## config.mk

```make
export PLATFORM = sky130hd
export DESIGN_NAME = wb_slave_regfile
export DESIGN_NICKNAME = d
export VERILOG_FILES = /design/src/rtl/wb_slave_regfile.sv
export SDC_FILE = /design/constraint.sdc
export NUM_CORES = 1
export LEC_CHECK = 0
export ABC_AREA = 1
export ABC_CLOCK_PERIOD_IN_PS = 2300
export CAP_MARGIN = 20
export CORE_ASPECT_RATIO = 0.7
export CORE_MARGIN = 1
export CORE_UTILIZATION = 36
export CTS_BUF_LIST = sky130_fd_sc_hd__clkbuf_16
export CTS_CLUSTER_SIZE = 12
export DETAILED_ROUTE_END_ITERATION = 16
export GPL_TIMING_DRIVEN = 0
export PLACE_DENSITY = 0.56
export SYNTH_ARGS = -nofsm -noshare
export SYNTH_HDL_FRONTEND = slang
export SYNTH_SLANG_ARGS = --single-unit
```

## constraint.sdc

```tcl
create_clock -name clk_i -period 2.3 [get_ports clk_i]
set_input_delay 0.69 -clock clk_i [delete_from_list [all_inputs] [get_ports clk_i]]
set_output_delay 0.69 -clock clk_i [all_outputs]
set_load 0.02 [all_outputs]
```

## src/rtl/wb_slave_regfile.sv

```systemverilog
// wb_slave_regfile: Wishbone classic slave exposing NUM_REGS registers with byte-lane writes and programmable wait states.
// Define WB_SLAVE_REGFILE_ERR_EN to answer unmapped addresses with err_o instead of ack_o.
module wb_slave_regfile #(
    parameter int unsigned           ADDR_WIDTH  = 8,
    parameter int unsigned           DATA_WIDTH  = 8,
    parameter int unsigned           NUM_REGS    = 16,
    parameter int unsigned           WAIT_STATES = 0,
    parameter logic [DATA_WIDTH-1:0] RESET_VALUE = '0
) (
    input  logic                    clk_i,
    input  logic                    rst_i,
    input  logic [ADDR_WIDTH-1:0]   adr_i,
    input  logic [DATA_WIDTH-1:0]   dat_i,
    output logic [DATA_WIDTH-1:0]   dat_o,
    input  logic                    we_i,
    input  logic [DATA_WIDTH/8-1:0] sel_i,
    input  logic                    stb_i,
    input  logic                    cyc_i,
    output logic                    ack_o,
    output logic                    err_o
);

    localparam int unsigned NUM_BYTES = DATA_WIDTH / 8;
    localparam int unsigned IDX_W     = (NUM_REGS > 1) ? $clog2(NUM_REGS) : 1;
    localparam int unsigned CNT_W     = 4;
    localparam logic [ADDR_WIDTH:0] NUM_REGS_A = (ADDR_WIDTH + 1)'(NUM_REGS);

    typedef enum logic [1:0] {
        ST_IDLE,
        ST_WAIT,
        ST_RESP,
        ST_HOLD
    } state_e;

    state_e                  state_q, state_d;
    logic [CNT_W-1:0]        cnt_q, cnt_d;
    logic [ADDR_WIDTH-1:0]   adr_q, adr_d;
    logic [DATA_WIDTH-1:0]   wdat_q, wdat_d;
    logic                    we_q, we_d;
    logic [NUM_BYTES-1:0]    sel_q, sel_d;
    logic                    ack_q, ack_d;
    logic [DATA_WIDTH-1:0]   rdat_q, rdat_d;
`ifdef WB_SLAVE_REGFILE_ERR_EN
    logic                    err_q, err_d;
`endif

    logic [DATA_WIDTH-1:0]   regs_q [NUM_REGS];
    logic                    wr_en_c;
    logic                    mapped_c;
    logic [IDX_W-1:0]        idx_c;
    logic [DATA_WIDTH-1:0]   rd_word_c;

    // Index decode uses the full latched address so high addresses never alias.
    assign mapped_c  = ({1'b0, adr_q} < NUM_REGS_A);
    assign idx_c     = IDX_W'(adr_q);
    assign rd_word_c = mapped_c ? regs_q[idx_c] : '0;

    // Next-state and response logic.
    always_comb begin
        state_d = state_q;
        cnt_d   = cnt_q;
        adr_d   = adr_q;
        wdat_d  = wdat_q;
        we_d    = we_q;
        sel_d   = sel_q;
        ack_d   = ack_q;
        rdat_d  = rdat_q;
        wr_en_c = 1'b0;
`ifdef WB_SLAVE_REGFILE_ERR_EN
        err_d   = err_q;
`endif

        case (state_q)
            ST_IDLE: begin
                if (cyc_i && stb_i) begin
                    adr_d   = adr_i;
                    wdat_d  = dat_i;
                    we_d    = we_i;
                    sel_d   = sel_i;
                    cnt_d   = CNT_W'(WAIT_STATES);
                    state_d = ST_WAIT;
                end
            end
            ST_WAIT: begin
                if (!cyc_i) begin
                    state_d = ST_IDLE;
                end else if (cnt_q != '0) begin
                    cnt_d = cnt_q - CNT_W'(1);
                end else begin
                    state_d = ST_RESP;
                end
            end
            ST_RESP: begin
                if (!cyc_i) begin
                    state_d = ST_IDLE;
                end else begin
                    state_d = ST_HOLD;
                    if (mapped_c) begin
                        ack_d = 1'b1;
                        if (we_q) begin
                            wr_en_c = 1'b1;
                        end else begin
                            rdat_d = rd_word_c;
                        end
                    end else begin
`ifdef WB_SLAVE_REGFILE_ERR_EN
                        err_d = 1'b1;
`else
                        ack_d = 1'b1;
                        if (!we_q) begin
                            rdat_d = '0;
                        end
`endif
                    end
                end
            end
            ST_HOLD: begin
                if (!cyc_i || !stb_i) begin
                    ack_d   = 1'b0;
`ifdef WB_SLAVE_REGFILE_ERR_EN
                    err_d   = 1'b0;
`endif
                    state_d = ST_IDLE;
                end
            end
            default: begin
                state_d = ST_IDLE;
            end
        endcase
    end

    always_ff @(posedge clk_i or negedge rst_i) begin
        if (!rst_i) begin
            state_q <= ST_IDLE;
            cnt_q   <= '0;
            adr_q   <= '0;
            wdat_q  <= '0;
            we_q    <= 1'b0;
            sel_q   <= '0;
            ack_q   <= 1'b0;
            rdat_q  <= '0;
`ifdef WB_SLAVE_REGFILE_ERR_EN
            err_q   <= 1'b0;
`endif
        end else begin
            state_q <= state_d;
            cnt_q   <= cnt_d;
            adr_q   <= adr_d;
            wdat_q  <= wdat_d;
            we_q    <= we_d;
            sel_q   <= sel_d;
            ack_q   <= ack_d;
            rdat_q  <= rdat_d;
`ifdef WB_SLAVE_REGFILE_ERR_EN
            err_q   <= err_d;
`endif
        end
    end

    // Register bank with per-byte write enables.
    always_ff @(posedge clk_i or negedge rst_i) begin
        if (!rst_i) begin
            for (int i = 0; i < NUM_REGS; i++) begin
                regs_q[i] <= RESET_VALUE;
            end
        end else if (wr_en_c) begin
            for (int k = 0; k < NUM_BYTES; k++) begin
                if (sel_q[k]) begin
                    regs_q[idx_c][8*k +: 8] <= wdat_q[8*k +: 8];
                end
            end
        end
    end

    assign dat_o = rdat_q;
    assign ack_o = stb_i & ack_q;
`ifdef WB_SLAVE_REGFILE_ERR_EN
    assign err_o = stb_i & err_q;
`else
    assign err_o = 1'b0;
`endif

endmodule

```

### After elaboration in Yosys (flattened, before gate mapping)

Cells that the tools add are included.

| storage, ports and cells | value |
|---|---|
| word-level logic and storage cells | 81 |
| output and inout bits | 10 |
| bits of input ports | 22 |
| register bits | 161 |

| cells by class | value |
|---|---|
| equality and inequality tests | 9 |
| add/sub/neg operators | 1 |
| order comparisons | 3 |
| mux-type cells | 26 |
| bitwise operators | 3 |
| reductions and logical operators | 15 |

Operators with widths:

| kind | count |
|---|---|
| 128-bit bitwise mux | 1 |
| 8-bit 2-to-1 mux | 6 |
| 8-bit binary-select mux with 4-bit select | 1 |
| 8-bit demux with 4-bit select | 1 |
| 4-bit 2-to-1 mux | 3 |
| 2-bit 2-to-1 mux | 5 |
| 2-bit != test, second input constant | 5 |
| 3-bit AND reduction | 3 |
| 8-bit by 5-bit < comparator with 1-bit output, second input constant | 1 |
| 2-bit one-hot mux with 4 select lines | 1 |
| 4-bit one-hot mux with 2 select lines | 1 |
| 1-bit 2-to-1 mux | 6 |
| 5-bit greater-or-equal comparator, second input constant | 1 |
| 5-bit by 1-bit < comparator with 1-bit output, second input constant | 1 |
| 4-bit inverter with 5-bit output | 1 |
| 2-bit == test, second input constant | 2 |
| 2-bit AND reduction | 2 |
| 4-bit AND reduction | 1 |
| 2-bit nonzero test | 2 |
| 4-bit nonzero test | 1 |
| 4-bit by 1-bit subtractor with 4-bit output, second input constant | 1 |
| 3-bit != test, second input constant | 1 |
| 2-bit by 1-bit == test with 1-bit output, second input constant | 1 |
| 1-bit logical AND | 2 |
| other kinds (6) | 7 |

### Depth between registers and ports, before layout

| logic depth | value |
|---|---|
| word-level depth | 6 |
| mapped depth | 11 |
| gate-level depth less buffers | 9 |

### Worst setup path after synthesis

OpenSTA, ideal clock, no wires.

| path | value |
|---|---|
| path kind | input to register |
| start point | input cyc_i |
| end point | register regs_q[64] (netlist bit) |
| stages on the path | 7 |
| path buffers | 0 |
| path slack | 489 ps |
| arrival time | 1695 ps |
| cell sequence | nand3_4 > nor3_4 > nand2_2 > nor2_2 > inv_2 > nand2_1 > nand2_1 |

| on the way | value |
|---|---|
| longest elaborated chain between the ends | 3 |

RTL lines:

| element | RTL line | RTL |
|---|---|---|
| start, declared | 18 | `input logic cyc_i,` |
| 1-bit 2-to-1 mux | 94 | `if (!cyc_i) begin` |
| 1-bit 2-to-1 mux | 73 | `case (state_q)` |
| 2-bit AND reduction (no source line) | n/a |  |
| end signal, assigned by index | 169 | `regs_q[idx_c][8*k +: 8] <= wdat_q[8*k +: 8];` |
| end, declared | 47 | `logic [DATA_WIDTH-1:0] regs_q [NUM_REGS];` |

No other way between the ends.
A chain may end at the register's enable or synchronous reset.

### Final worst setup path

| path | value |
|---|---|
| start point | input stb_i |
| end point | output ack_o |

| on the way | value |
|---|---|
| longest elaborated chain between the ends | 1 |

RTL lines:

| element | RTL line | RTL |
|---|---|---|
| start, declared | 17 | `input logic stb_i,` |
| 1-bit bitwise AND | 176 | `assign ack_o = stb_i & ack_q;` |
| end, declared | 19 | `output logic ack_o,` |

No other way between the ends.

==> results_dict.tcl <==
set metrics [dict create \
    outcome "finished, final reports clean" \
    grt_use_total 0.222 \
    wl_met2_mm 9.31 \
    dpl_cell_area_um2 8430 \
    post-route-period-util 0.973 \
    finalWorstSetupSlack_ps 62.4 \
    synth_fa_ha_area_frac 0.00161 \
    via_per_inst 4.79 \
    worst_slew_pin_slew_ps 888 \
    nFillCells 2202 \
    synthDistinctLibCells 28 \
    synth_area_leaders "dfrtp_1, nand2_1, o21ai_0, clkbuf_1, nand3_1" \
    synth_xor_area_frac 0.00226 \
    wl_met3_mm 1.57 \
    drtIter0Drc 628 \
    synth_top_area_share 0.520 \
    p_per_area_nw_per_um2 966 \
    async_flop_share 1.00 \
    place_ws_ps -537 \
    grt_max_degree 120 \
    max-vdd-ir-drop_uv 622 \
    grt_pass1_wl_mm 37.0 \
    hold_violations 0 \
    io_buffers 30 \
    synth-seq-area-share 0.520 \
    antenna_found_initial 0 \
    wl_per_cell_um 15.9 \
    syn-num-nets 1110 \
    synth.mux.area_fraction 0 \
    tns_ps 0 \
    clockBufferDepth 2 \
    cts.sinks 161 \
    period_minus_slack_ps 2240 \
    setup.worst_path.start_class "input port" \
    syn_avg_cell_area_um2 7.13 \
    leakagePower_nw 5.09 \
    layout-drive-gt1-share 0.0687 \
    synth_commonest_cells "nand2_1, dfrtp_1, clkbuf_1" \
    synth_top_family_by_area "simple AND/OR/NAND/NOR gates" \
    synth_top_area_cell "dfrtp_1" \
    antenna_cells 0 \
    synth_compound_area_frac 0.0245 \
    finalSetupViolations 0 \
    yosys_warnings 0 \
    postRouteAntennaNets 0 \
    hold_path.class "input port to asynchronous set/reset pin" \
    cp_max_fo 2 \
    synth-main-ff-cell "dfrtp_1" \
    dp_hpwl_mm 15.6 \
    slew_violations 0 \
    fin_nets 1161 \
    dr.pass1.iters 5 \
    drt-met1-wl_mm 11.5 \
    arrival_ps 1550 \
    syn_to_final_growth_pct 17.2 \
    synth-simple-area-share 0.408 \
    max_freq_mhz 447 \
    synth-edff-count 0 \
    clk_pin_slew_ps 60 \
    cts-root-buf "clkbuf_16" \
    drcViolationCount 0 \
    htree_num_levels 4 \
    crit_type "input port to output port" \
    die_h_um 125 \
    crit_path_start "stb_i" \
    power_mw 8.77 \
    initial_utilization 0.370 \
    holdWs_ps 143 \
    endpoint_kind "output port" \
    die_area_um2 22100 \
    ys_seq_elements 161 \
    relSlewSlack 0.408 \
    drt-total-wl_mm 22.7 \
    core_area_um2 20900 \
    synth_most_common_cell "nand2_1" \
    cts_tree "done" \
    synth_cells 1087 \
    num_vias 6837 \
    syn_area_um2 7750 \
    highest_layer "met4" \
    stdcell_area_um2 9080 \
    die_x_um 177 \
    drv_cap 0 \
    crit_required_ps 1610 \
    finClkSkew_ps 12.4 \
    cts_buffers 17 \
    gr-total-overflow 0 \
    clock_latency_ps 440 \
    r2r-start "adr_q[0]" \
    grt_pass1_vias 6554 \
    ioPinCount 32 \
    globalplace.congestion 0.860 \
    row_count 44 \
]
-- kinds of logic (layout without fill, tap and decap cells) --
kind of cell / count (synthesis) / after routing
and+or+nand+nor: 802 / 802
DFF: 161 / 161
buffers and inverters: 84 / 147
AOI/OAI and AO/OA: 36 / 36
xor gates and xnor gates: 2 / 2
adders and majority gates: 1 / 1
other: 1 / 1
-- power breakdown --
| part | leakage [nW] | switching (mW) | internal (mW) | total [mW] |
|---|---|---|---|---|
| Clock | 0.304 | 1.18 | 1.79 | 2.97 |
| Sequential | 2.18 | 0.140 | 3.08 | 3.22 |
| Combinational | 2.61 | 2.06 | 0.521 | 2.58 |
-- metal layers --
layer,global-route usage,vias to the layer above
met3,0.0565,20
met4,0.0553,0
li1,-,3381
met2,0.310,198
met1,0.337,3238
met5,0,-
-- worst paths after layout --
path	to	slack [ps]	cells past startpoint
min in group clk_i	regs_q[3]	470	2
worst max register to register	dat_o[4]	220	10
worst min register to register	regs_q[3]	470	2
max in group asynchronous	regs_q[43]	1250	2
worst min-delay path	regs_q[123]	140	1
worst max-delay path	ack_o	60	4
-- critical path, stage by stage --
cell and delay (ps):
clkdlybuf4s50_1 480, nand2_1 50, inv_1 40, clkdlybuf4s15_1 290
-- cell type report --
| class | instances | area (um^2) | area share |
|---|---|---|---|
| plain buffers | 43 | 185 | 0.0204 |
| clock inverters | 14 | 175 | 0.0193 |
| inverters | 41 | 154 | 0.0169 |
| flip-flops and latches | 161 | 4030 | 0.444 |
| clock buffers | 17 | 425 | 0.0469 |
| multi-input cells | 842 | 3410 | 0.376 |
| repair buffers | 32 | 353 | 0.0389 |
| well taps | 276 | 345 | 0.0380 |
-- registers in the layout, summed over array words and instances, names as in the netlist --
name	count
adr_q	8
sel_q	1
cnt_q	4
dat_o	8
ack_q	1
wdat_q	8
we_q	1
regs_q	128
state_q	2
-- cell usage in the layout (no fill, tap or decap), types with 2 or more instances in the layout --
cell / n
clkbuf_16: 17
dfrtp_1: 161
buf_2: 3
buf_1: 5
inv_2: 17
o21ai_0: 29
clkinv_1: 3
inv_1: 25
nor2_4: 11
clkbuf_1: 30
nor2_2: 6
clkdlybuf4s50_1: 28
o22ai_1: 4
bufinv_16: 4
nand2_4: 3
nand2_1: 748
buf_4: 3
clkinv_2: 3
nor2_1: 9
clkinv_4: 2
nand3_1: 21
-- what timing repair did --
| action | CTS | global route |
|---|---|---|
| hold buffers | 0 | 0 |
| buffers inserted | 0 | 1 |
| resized for setup | 5 | 5 |
| setup endpoints to repair | 29 | 93 |
| cloned | 0 | 0 |
| pin swaps | 0 | 1 |
-- per-stage QoR --
| stage | cells | util |
|---|---|---|
| 4_1_cts | 1425 | 0.432 |
| 5_1_grt | 1426 | 0.434 |
| 6_report | 1426 | 0.434 |
| 2_1_floorplan | 1087 | - |
| 3_3_place_gp | 1393 | 0.401 |
| 3_5_place_dp | 1394 | 0.403 |
No activity file was read; power rests on OpenSTA's default activity.
